`config.mk`:
```
export PLATFORM = sky130hd
export DESIGN_NAME = serial_adder16
export DESIGN_NICKNAME = d
export VERILOG_FILES = /design/src/rtl/serial_adder16_pkg.sv /design/src/rtl/serial_adder16_fa.sv /design/src/rtl/serial_adder16.sv
export SDC_FILE = /design/constraint.sdc
export NUM_CORES = 1
export LEC_CHECK = 0
export CORE_MARGIN = 1
export CORE_UTILIZATION = 51
export DETAILED_ROUTE_END_ITERATION = 7
export PLACE_DENSITY_LB_ADDON = 0.08
export SYNTH_ARGS = -nofsm -noshare
export SYNTH_HDL_FRONTEND = slang
export SYNTH_HIERARCHICAL = 1
export SYNTH_SLANG_ARGS = --single-unit
```
`constraint.sdc`:
```
create_clock -name i_clk -period 1.8 [get_ports i_clk]
set_input_delay 0.45 -clock i_clk [delete_from_list [all_inputs] [get_ports i_clk]]
set_output_delay 0.45 -clock i_clk [all_outputs]
set_load 0.03 [all_outputs]
```
`src/rtl/serial_adder16_pkg.sv`:
```
// Shared constants and FSM encoding for the bit-serial 16-bit adder.
// The state encodings are fixed so that waveform decoders and the ALU control agree on them.
package serial_adder16_pkg;

  localparam int DATA_WIDTH = 16;

  typedef enum logic [1:0] {
    ST_IDLE = 2'd0,
    ST_RUN  = 2'd1,
    ST_DONE = 2'd2
  } state_e;

endpackage : serial_adder16_pkg

```
`src/rtl/serial_adder16_fa.sv`:
```
// m_FullAdder: single-bit full adder cell, purely combinational.
// Latency: zero cycles (sum and carry settle within the cycle).
// Backpressure: none; the serial adder drives it once per RUN cycle.
module m_FullAdder (
  input  logic i_a,
  input  logic i_b,
  input  logic i_cin,
  output logic o_sum,
  output logic o_carry
);

  assign o_sum   = i_a ^ i_b ^ i_cin;
  assign o_carry = (i_a & i_b) | (i_a & i_cin) | (i_b & i_cin);

endmodule : m_FullAdder

```
`src/rtl/serial_adder16.sv`:
```
// serial_adder16: bit-serial unsigned adder, one full-adder step per cycle, LSB first.
// Latency: o_done pulses in the cycle that begins WIDTH edges after the accepting edge.
// Backpressure: i_start is accepted only while o_ready=1; requests at other times are dropped.
// Optional: define SERIAL_ADDER16_OVF_EN to add the o_overflow (signed overflow) output.
module serial_adder16
  import serial_adder16_pkg::*;
#(
  parameter int WIDTH = DATA_WIDTH
) (
  input  logic             i_clk,
  input  logic             i_rst_n,
  input  logic             i_start,
  input  logic [WIDTH-1:0] i_a,
  input  logic [WIDTH-1:0] i_b,
  input  logic             i_cin,
  output logic             o_ready,
  output logic             o_done,
  output logic [WIDTH-1:0] o_sum,
`ifdef SERIAL_ADDER16_OVF_EN
  output logic             o_overflow,
`endif
  output logic             o_carry
);

  localparam int                CNT_W    = $clog2(WIDTH);
  localparam logic [CNT_W-1:0] CNT_LAST = CNT_W'(WIDTH - 1);

  state_e           state_q;
  logic [WIDTH-1:0] a_sr_q;
  logic [WIDTH-1:0] b_sr_q;
  logic [WIDTH-1:0] res_sr_q;
  logic [WIDTH-1:0] res_sr_d;
  logic             carry_q;
  logic [CNT_W-1:0] cnt_q;
  logic             ready_q;
  logic             done_q;
  logic [WIDTH-1:0] sum_q;
  logic             cout_q;
  logic             fa_sum;
  logic             fa_carry;
`ifdef SERIAL_ADDER16_OVF_EN
  logic             ovf_q;
`endif

  m_FullAdder u_fa (
    .i_a     (a_sr_q[0]),
    .i_b     (b_sr_q[0]),
    .i_cin   (carry_q),
    .o_sum   (fa_sum),
    .o_carry (fa_carry)
  );

  // New sum bit enters at the MSB so after WIDTH steps bit 0 sits at position 0.
  assign res_sr_d = {fa_sum, res_sr_q[WIDTH-1:1]};

  // Control FSM, datapath shift registers and registered outputs in one sequential block.
  always_ff @(posedge i_clk) begin
    if (!i_rst_n) begin
      state_q  <= ST_IDLE;
      a_sr_q   <= '0;
      b_sr_q   <= '0;
      res_sr_q <= '0;
      carry_q  <= 1'b0;
      cnt_q    <= '0;
      ready_q  <= 1'b1;
      done_q   <= 1'b0;
      sum_q    <= '0;
      cout_q   <= 1'b0;
`ifdef SERIAL_ADDER16_OVF_EN
      ovf_q    <= 1'b0;
`endif
    end else begin
      case (state_q)
        ST_IDLE: begin
          if (i_start) begin
            a_sr_q  <= i_a;
            b_sr_q  <= i_b;
            carry_q <= i_cin;
            cnt_q   <= '0;
            ready_q <= 1'b0;
            state_q <= ST_RUN;
          end
        end
        ST_RUN: begin
          res_sr_q <= res_sr_d;
          a_sr_q   <= {1'b0, a_sr_q[WIDTH-1:1]};
          b_sr_q   <= {1'b0, b_sr_q[WIDTH-1:1]};
          carry_q  <= fa_carry;
          cnt_q    <= cnt_q + CNT_W'(1);
          if (cnt_q == CNT_LAST) begin
            // Final step: carry_q is the carry into the MSB, fa_carry the carry out of it.
            sum_q   <= res_sr_d;
            cout_q  <= fa_carry;
`ifdef SERIAL_ADDER16_OVF_EN
            ovf_q   <= carry_q ^ fa_carry;
`endif
            done_q  <= 1'b1;
            state_q <= ST_DONE;
          end
        end
        ST_DONE: begin
          done_q  <= 1'b0;
          ready_q <= 1'b1;
          state_q <= ST_IDLE;
        end
        default: begin
          done_q  <= 1'b0;
          ready_q <= 1'b1;
          state_q <= ST_IDLE;
        end
      endcase
    end
  end

  assign o_ready = ready_q;
  assign o_done  = done_q;
  assign o_sum   = sum_q;
  assign o_carry = cout_q;
`ifdef SERIAL_ADDER16_OVF_EN
  assign o_overflow = ovf_q;
`endif

endmodule : serial_adder16

```
==> results.sh <==
export IMPL_status="finished clean"
export IMPL_first_global_vias=2370
export IMPL_fmax_mhz=650
export IMPL_ant_nets=0
export IMPL_cp_max_fo=2
export IMPL_core_area_mm2=0.00551
export IMPL_critPathSlowestCell="dlygate4sd2_1"
export IMPL_tightest_slew_ps=574
export IMPL_endpoint_kind="primary output"
export IMPL_synth_seq_cells=73
export IMPL_ios=55
export IMPL_postSynth_asyncResetShare_pct=0
export IMPL_num_vias=2486
export IMPL_hold_buffers=0
export IMPL_antenna_found_initial=0
export IMPL_fin_worst_skew_ps=7.79
export IMPL_io_buffer_count=54
export IMPL_power_density_mw_per_mm2=983
export IMPL_slew_headroom_pct=61.7
export IMPL_yosysUniqueCellTypes=39
export IMPL_routed_wl_um=6310
export IMPL_start_util_pct=53.0
export IMPL_synthTopCellsByArea="dfxtp_1 (50%), a21oi_1 (8.4%), o2bb2ai_1 (6.3%)"
export IMPL_hold_viol_final=0
export IMPL_grt_pass1_wl_um=10600
export IMPL_routabilityCongestion=0.741
export IMPL_drive_gt1_share_pct=12.4
export IMPL_synthCells=325
export IMPL_fp_dieArea_mm2=0.00602
export IMPL_cts_sinks=73
export IMPL_syn_area_mm2=0.00292
export IMPL_required_ps=1350
export IMPL_crit_family="buffers and inverters"
export IMPL_area_delta_synth_final_pct=28.5
export IMPL_cts_max_level=3
export IMPL_period_needed_ps=1540
export IMPL_maxCapViolations=0
export IMPL_hold_class="flip-flop to flip-flop"
export IMPL_yosysTopAreaCell="dfxtp_1"
export IMPL_insertion_delay_ps=340
export IMPL_viasPerCell=5.51
export IMPL_path_class="flip-flop to primary output"
export IMPL_grt_use_met3_pct=4.12
export IMPL_yosys_warnings=6
export IMPL_p_leak_nw=1.51
export IMPL_dr_pass1_iters=4
export IMPL_finalCritPeriodShare_pct=85.5
export IMPL_postLayoutCellArea_mm2=0.00375
export IMPL_rows=27
export IMPL_numCtsBuffers=9
export IMPL_slowest_delay_ps=400
export IMPL_avgSynthCellArea_um2=8.97
export IMPL_cts_root_buf="clkbuf_8"
export IMPL_drcViolationCount=0
export IMPL_dpl_cell_area_mm2=0.00351
export IMPL_mostFrequentLayoutCells="dfxtp_1 (73), a21oi_1 (49), nand2_1 (36)"
export IMPL_nets=412
export IMPL_final_setup_tns_ps=0
export IMPL_grt_use_total_pct=22.1
export IMPL_setup_violations=0
export IMPL_cts_tree="yes"
export IMPL_grt_max_degree=34
export IMPL_grtUsageMet1_pct=28.6
export IMPL_hpwl_um=3990
export IMPL_worstSetupStartpointType="flip-flop"
export IMPL_synth_flop_cell="dfxtp_1"
export IMPL_layout_commonest_cell="dfxtp_1"
export IMPL_critical_path_arrival_ps=1090
export IMPL_ys_seq_area_share_pct=50.1
export IMPL_synth_edf_count=0
export IMPL_worstPathCellList="dlygate4sd2_1"
export IMPL_grt_busiest_layer="met2"
export IMPL_grtUsageMet2_pct=35.8
export IMPL_post_cts_setup_buffer_count=0
export IMPL_drt_initial_drc_count=143
export IMPL_wl_per_cell_um=14.0
export IMPL_netlist_area_leader_share_pct=50.1
export IMPL_grt_overflow=0
export IMPL_peakVddDrop_uv=594
export IMPL_clk_pin_slew_ps=80
export IMPL_cts_buffer_depth=2
export IMPL_rsz0062_at_grt="false"
export IMPL_crit_buf_inv=1
export IMPL_syn_nets=363
export IMPL_die_h_um=77.6
export IMPL_antennaDiodeCount=0
export IMPL_slew_violations=0
export IMPL_die_width_um=77.6
power by group:
group	leakage (nW)	switching, mW	internal, mW
clock network	0.123	0.616	0.963
logic	0.792	0.187	0.187
registers	0.597	0.0430	1.69
total	1.51	0.846	2.84
tightest hold or removal path: cells and delay by family (launching register included):
kind	cells	cell delay, ps
compound gates	1	50
flops	1	320
simple gates	1	60
metrics by stage:
step	cells	worst slack (ps)	util, %	power (mW)	hold WS, ps
2_1_floorplan	325	251	-	1.99	436
3_3_place_gp	435	26.7	63.8	2.14	448
3_5_place_dp	435	0.912	63.8	2.14	456
4_1_cts	451	0.482	68.0	3.71	465
5_1_grt	451	138	68.1	3.82	478
6_report	451	262	68.1	3.68	458
flip-flops by register name, indices dropped and copies added (netlist names):
| name | cells |
|---|---|
| carry_q | 1 |
| a_sr_q | 16 |
| b_sr_q | 16 |
| res_sr_q | 15 |
| o_carry | 1 |
| state_q | 2 |
| o_done | 1 |
| o_sum | 16 |
| cnt_q | 4 |
| o_ready | 1 |
cells by family after synthesis:
logic type               synth area share (%)
flip-flops                               50.1
buffers and inverters                    5.66
adder cells (fa/ha/maj)                  1.12
AO/OA/AOI/OAI                            30.4
AND/OR/NAND/NOR                          12.4
multiplexers                            0.343
metal layers:
layer / share of wire [%] / vias up
met5: 0 / -
met4: 1.1 / 0
met3: 4.1 / 6
met2: 46 / 56
met1: 49 / 1169
li1: - / 1255
worst paths after layout:
check	cells past startpoint	end	slack, ps	from
min reg2reg	2	res_sr_q[9]	460	res_sr_q[10]
max reg2reg	5	o_sum[1]	310	cnt_q[0]
min	2	res_sr_q[9]	460	res_sr_q[10]
max	1	o_sum[15]	260	o_sum[15]
synth_stat cells, types with 2 or more instances:
library cell	count
nor2b_1	6
nand2b_1	2
dfxtp_1	73
o2bb2ai_1	21
buf_6	2
a22o_1	13
nand3_1	2
clkbuf_1	15
o22ai_1	4
a22o_2	3
o21ai_0	25
buf_2	9
a21oi_1	49
a22oi_1	3
nor2_1	33
buf_1	2
o221a_2	6
nand2_1	36
repair_timing:
action	CTS	global route
endpoints found under the setup margin	17	2
gates resized for setup	17	2
pin swaps	0	0
final cells by class:
cell class / instances / area [µm²]
fill: 469 / 1760
sequential: 73 / 1460
multi-input combinational: 219 / 1290
timing repair buffer: 68 / 642
clock buffer: 10 / 138
clock inverter: 6 / 115
tap: 72 / 90.1
inverter: 3 / 11.3
Power figures use the tool's default switching activity.
